===== src/rtl/mult_pkg.sv =====
// Constants shared by the multiplier datapath and its control FSM.
package mult_pkg;

  typedef enum logic [1:0] {
    MODE_HOLD = 2'b00,
    MODE_SHR  = 2'b01,
    MODE_SHL  = 2'b10,
    MODE_WR   = 2'b11
  } mode_e;

  function automatic logic is_shift(input logic [1:0] mode);
    return (mode == MODE_SHR) || (mode == MODE_SHL);
  endfunction

endpackage


===== src/rtl/step_counter.sv =====
// Counts qualifying shift steps of one sequence and flags its completion.
module step_counter #(
  parameter int STEPS = 32,
  parameter int CNT_W = $clog2(STEPS + 1)
) (
  input  logic             clk_i,
  input  logic             rst_ni,
  input  logic             clr_i,
  input  logic             inc_i,
  output logic [CNT_W-1:0] count_o,
  output logic             busy_o,
  output logic             done_o
);

  localparam logic [CNT_W-1:0] LAST_C = CNT_W'(STEPS - 1);

  logic [CNT_W-1:0] count_q, count_d;
  logic             busy_q, busy_d;
  logic             done_q, done_d;

  always_comb begin
    count_d = count_q;
    busy_d  = busy_q;
    done_d  = 1'b0;
    if (clr_i) begin
      count_d = '0;
      busy_d  = 1'b1;
    end else if (inc_i && busy_q) begin
      count_d = count_q + 1'b1;
      // The step that reaches STEPS ends the sequence; Count then parks there.
      if (count_q == LAST_C) begin
        busy_d = 1'b0;
        done_d = 1'b1;
      end
    end
  end

  always_ff @(posedge clk_i or negedge rst_ni) begin
    if (!rst_ni) begin
      count_q <= '0;
      busy_q  <= 1'b0;
      done_q  <= 1'b0;
    end else begin
      count_q <= count_d;
      busy_q  <= busy_d;
      done_q  <= done_d;
    end
  end

  assign count_o = count_q;
  assign busy_o  = busy_q;
  assign done_o  = done_q;

endmodule


===== src/rtl/shift_register_preset.sv =====
// Multi-mode datapath register: preset load, shifts with serial I/O, parallel
// write, plus a step counter that tells the multiplier FSM when a sequence ends.
module shift_register_preset
  import mult_pkg::*;
#(
  parameter int WIDTH = 64,
  parameter int STEPS = 32,
  parameter int CNT_W = $clog2(STEPS + 1)
) (
  input  logic             Clk,
  input  logic             Reset,
  input  logic             Load,
  input  logic             En,
  input  logic [1:0]       Mode,
  input  logic             SerIn,
  input  logic [WIDTH-1:0] Preset,
  input  logic [WIDTH-1:0] In,
  output logic [WIDTH-1:0] Out,
  output logic             SerOut,
  output logic [CNT_W-1:0] Count,
  output logic             Busy,
  output logic             Done
);

  logic [WIDTH-1:0] data_q, data_d;
  logic             ser_q, ser_d;
  logic             shift_step;

  always_comb begin
    data_d = data_q;
    ser_d  = ser_q;
    if (Load) begin
      data_d = Preset;
      ser_d  = 1'b0;
    end else if (En) begin
      case (mode_e'(Mode))
        MODE_SHR: begin
          data_d = {SerIn, data_q[WIDTH-1:1]};
          ser_d  = data_q[0];
        end
        MODE_SHL: begin
          data_d = {data_q[WIDTH-2:0], SerIn};
          ser_d  = data_q[WIDTH-1];
        end
        MODE_WR:  data_d = In;
        default:  ;
      endcase
    end
  end

  assign shift_step = !Load && En && is_shift(Mode);

  always_ff @(posedge Clk or negedge Reset) begin
    if (!Reset) begin
      data_q <= '0;
      ser_q  <= 1'b0;
    end else begin
      data_q <= data_d;
      ser_q  <= ser_d;
    end
  end

  step_counter #(
    .STEPS (STEPS),
    .CNT_W (CNT_W)
  ) u_step_counter (
    .clk_i   (Clk),
    .rst_ni  (Reset),
    .clr_i   (Load),
    .inc_i   (shift_step),
    .count_o (Count),
    .busy_o  (Busy),
    .done_o  (Done)
  );

  assign Out    = data_q;
  assign SerOut = ser_q;

endmodule


===== config.mk =====
export PLATFORM = sky130hd
export DESIGN_NAME = shift_register_preset
export DESIGN_NICKNAME = d
export VERILOG_FILES = /design/src/rtl/mult_pkg.sv /design/src/rtl/step_counter.sv /design/src/rtl/shift_register_preset.sv
export SDC_FILE = /design/constraint.sdc
export NUM_CORES = 1
export LEC_CHECK = 0
export ABC_AREA = 1
export ABC_CLOCK_PERIOD_IN_PS = 1600
export CAP_MARGIN = 20
export CORE_MARGIN = 8
export CORE_UTILIZATION = 45
export CTS_BUF_LIST = sky130_fd_sc_hd__clkbuf_8 sky130_fd_sc_hd__clkbuf_16
export DETAILED_ROUTE_END_ITERATION = 8
export GPL_ROUTABILITY_DRIVEN = 0
export HOLD_SLACK_MARGIN = 0.15
export PLACE_DENSITY = 0.9
export SLEW_MARGIN = 20
export SYNTH_ARGS = -nofsm -noshare
export SYNTH_HDL_FRONTEND = slang
export SYNTH_SLANG_ARGS = --single-unit
export TNS_END_PERCENT = 20

===== constraint.sdc =====
create_clock -name Clk -period 1.6 [get_ports Clk]
set_clock_uncertainty 0.15 [all_clocks]
set_input_delay 0.32 -clock Clk [delete_from_list [all_inputs] [get_ports Clk]]
set_output_delay 0.32 -clock Clk [all_outputs]
set_load 0.02 [all_outputs]

==> impl_metrics.ini <==
[outcome]
status = finished clean

[synthesis]
ys.flop_type = dfrtp_1
syn_nets = 1067
synth_area_leaders = dfrtp_1 34%, nand2_1 33%, nor2_1 9.5%
ys_ff_latch = 73
synth_area_leader_cell = dfrtp_1
yosysUniqueCellTypes = 22
syn_avg_cell_area_um2 = 5.83
synthCells = 927
syn-cell-area_um2 = 5410
ys_warn_count = 0
synth_edf_count = 0
async_flop_share_pct = 100
yosysTopAreaCellShare_pct = 33.8
yosysSeqAreaShare_pct = 33.8

[worst_setup_path]
arrival_ns = 1.11
crit_buf_inv = 1
cp-end-kind = output pin
cp-start-kind = register
cp_slowest_cell = dfrtp_1
path_delay_family = flip-flops
cp_slowest_stage_delay_ns = 0.40
crit_chain = dlygate4sd2_1
worstPathRequired_ns = 1.13
crit_fanout = 4
critical_path_class = reg -> out

[floorplan]
dieArea_um2 = 15800
die_y_um = 126
ios = 208
start_util_pct = 45.6
rows = 40
coreArea_um2 = 11900
fp.dieW_um = 126

[global_routing]
grt_pass1_wl_mm = 32.1
antenna_found_initial = 0
grt_pass1_vias = 6420
grt_max_degree = 74
overflow = 0
grtUsageTotal_pct = 24.6

[run]
maxCapViolations = 0

[power_and_ir_drop]
p_leak_nw = 4.60
swShare_pct = 35.0
intPower_mw = 4.90
seqPwrFrac_pct = 32.2
power_frac_comb_pct = 38.0
p_clk_share_pct = 29.9
power.switching_mw = 2.63
ir_drop_v = 0.000523
p_per_area_nw_per_um2 = 886

[clocking]
cts_sinks = 73
clk_path_buf_depth = 2
cts-root-buf = clkbuf_16
cts_tree = built
clkTransAtPathRegs_ns = 0.06
cts_made_buffers = 9
htreeDepth = 3
clk-insertion-delay-late_ns = 0.33

[timing]
hold_viol_final = 0
drv_slew = 0
rsz0062_at_grt = false
finalSetupViolCount = 0
slew_headroom_pct = 71.3
fmax_ghz = 0.634
period_share_pct = 98.6
setup_slack_ns = 0.0226
tightest_slew_ns = 0.431
fin_crit_ns = 1.58

[final_layout]
antenna_cells = 0
nNetsFinal = 1301
drive_gt1_share_pct = 10.2
fin_cells = 1313
fill_cells = 988
postLayoutCellArea_um2 = 8500
syn2layout_area_growth_pct = 57.3

[routing]
vias = 6702
drc = 0
routed_via_density = 5.10
dr.pass1.iters = 5
routed_wl_mm = 20.6
drtAntennaViolNets = 0
drt_iter0_drc = 761
wl_per_cell_um = 15.7

[placement]
dpl-instance-area_um2 = 8000
dp_slack_ns = -0.614
hpwl_mm = 14.0
io_buffers = 207
dp.cells = 1286

[worst_hold_path]
hp-class = in -> reg
-- layout make-up --
class | instances | area, um2 | area share (%)
clock buffer | 11 | 253 | 2.97
timing repair buffer | 278 | 2860 | 33.6
sequential | 73 | 1830 | 21.5
inverter | 58 | 225 | 2.65
clock inverter | 5 | 77.6 | 0.912
multi-input combinational | 741 | 3080 | 36.2
tap | 147 | 184 | 2.16
-- synthesized netlist by cell type, drive strengths merged, types with 3 or more instances --
cell	count
nor2	138
o21ai	4
dfrtp	73
nand3	23
nand2	481
ha	5
a21oi	50
clkbuf	11
inv	58
or2	17
a21boi	17
nand4	3
buf	44
-- path summary, 6_finish.rpt --
| kind | startpoint | to | slack, ns | depth (start not counted) |
|---|---|---|---|---|
| max | Out[28]$_DFFE_PN0P_ | Out[28] | 0.02 | 1 |
| min | En | u_step_counter.done_o$_DFF_PN0_ | 0.37 | 3 |
| max reg2reg | u_step_counter.count_o[0]$_DFFE_PN0P_ | u_step_counter.count_o[4]$_DFFE_PN0P_ | 0.24 | 6 |
| min reg2reg | Out[47]$_DFFE_PN0P_ | Out[47]$_DFFE_PN0P_ | 0.39 | 2 |
| max in group asynchronous | Reset | Out[55]$_DFFE_PN0P_ | 0.55 | 3 |
| min in group asynchronous | Reset | Out[60]$_DFFE_PN0P_ | 0.39 | 3 |
-- kinds of logic after synthesis --
| family | Yosys count | share of synthesized area, % |
|---|---|---|
| and+or+nand+nor | 664 | 47.8 |
| xor gates and xnor gates | 1 | 0.162 |
| AOI/OAI and AO/OA | 71 | 7.43 |
| buffers and inverters | 113 | 9.68 |
| DFF | 73 | 33.8 |
| adders and majority gates | 5 | 1.16 |
-- through the flow --
step	TNS (ns)	util (%)	total power, mW	hold slack (ns)
CTS	0	70.0	7.44	0.371
floorplan	0	-	3.82	-0.126
finish	0	71.7	7.53	0.371
detailed placement	-40.99	67.4	5.37	0.223
global route	0	71.7	7.92	0.380
global placement	-37.42	67.4	5.31	0.218
-- placed cells by master (no fill, tap or decap), types with 2 or more instances in the layout --
master | netlist | final
a21boi_0 | 7 | 7
clkbuf_8 | 0 | 2
clkdlybuf4s15_1 | 0 | 8
ha_1 | 5 | 2
bufinv_16 | 0 | 2
dlygate4sd2_1 | 0 | 63
inv_1 | 54 | 53
buf_6 | 1 | 2
inv_2 | 4 | 3
a21oi_1 | 50 | 50
buf_4 | 15 | 44
a21boi_1 | 10 | 10
clkbuf_16 | 0 | 15
nand3_1 | 23 | 23
or2_2 | 17 | 17
nand2_1 | 481 | 481
buf_12 | 0 | 17
dfrtp_1 | 73 | 73
o21ai_0 | 3 | 3
clkinv_2 | 0 | 2
clkbuf_2 | 0 | 4
nand4_1 | 3 | 3
nor2_1 | 137 | 137
clkdlybuf4s50_1 | 0 | 129
ha_2 | 0 | 2
-- worst register-to-register path, stage by stage (launching register included) --
cell	delay (ns)
dfrtp_1	0.37
buf_4	0.15
ha_1	0.23
nand3_1	0.12
nand2_1	0.06
nand4_1	0.08
o21ai_0	0.07
-- flip-flops by register name (all words and copies together), names as in the netlist --
name / count
Out: 64
SerOut: 1
u_step_counter.busy_o: 1
u_step_counter.count_o: 6
u_step_counter.done_o: 1
-- routing by layer --
layer / GRT usage, % / wire length, um / vias up
met2: 41.5 / 9760 / 348
li1: - / - / 3265
met1: 30.0 / 8030 / 3045
met4: 7.74 / 445 / 0
met5: 0 / 0 / -
met3: 6.50 / 2350 / 44
-- power groups by stage --
stage                     logic (mW)  clock network [mW]  registers [mW]
after floorplan                 1.02                   0            2.80
after global placement          2.87                   0            2.44
after detailed placement        2.92                   0            2.45
after CTS                       2.76                2.26            2.41
after global routing            3.12                2.33            2.46
final                           2.86                2.25            2.42
-- repair_timing --
item                       4_1_cts  5_1_grt
hold buffers                     1        0
setup endpoints to repair      146       76
pin swaps                        1        2
resized for setup               82       24
hold endpoints to repair        73        0
gates cloned                     1        6
setup buffers                    1        2
(Power assumes the default switching activity.)
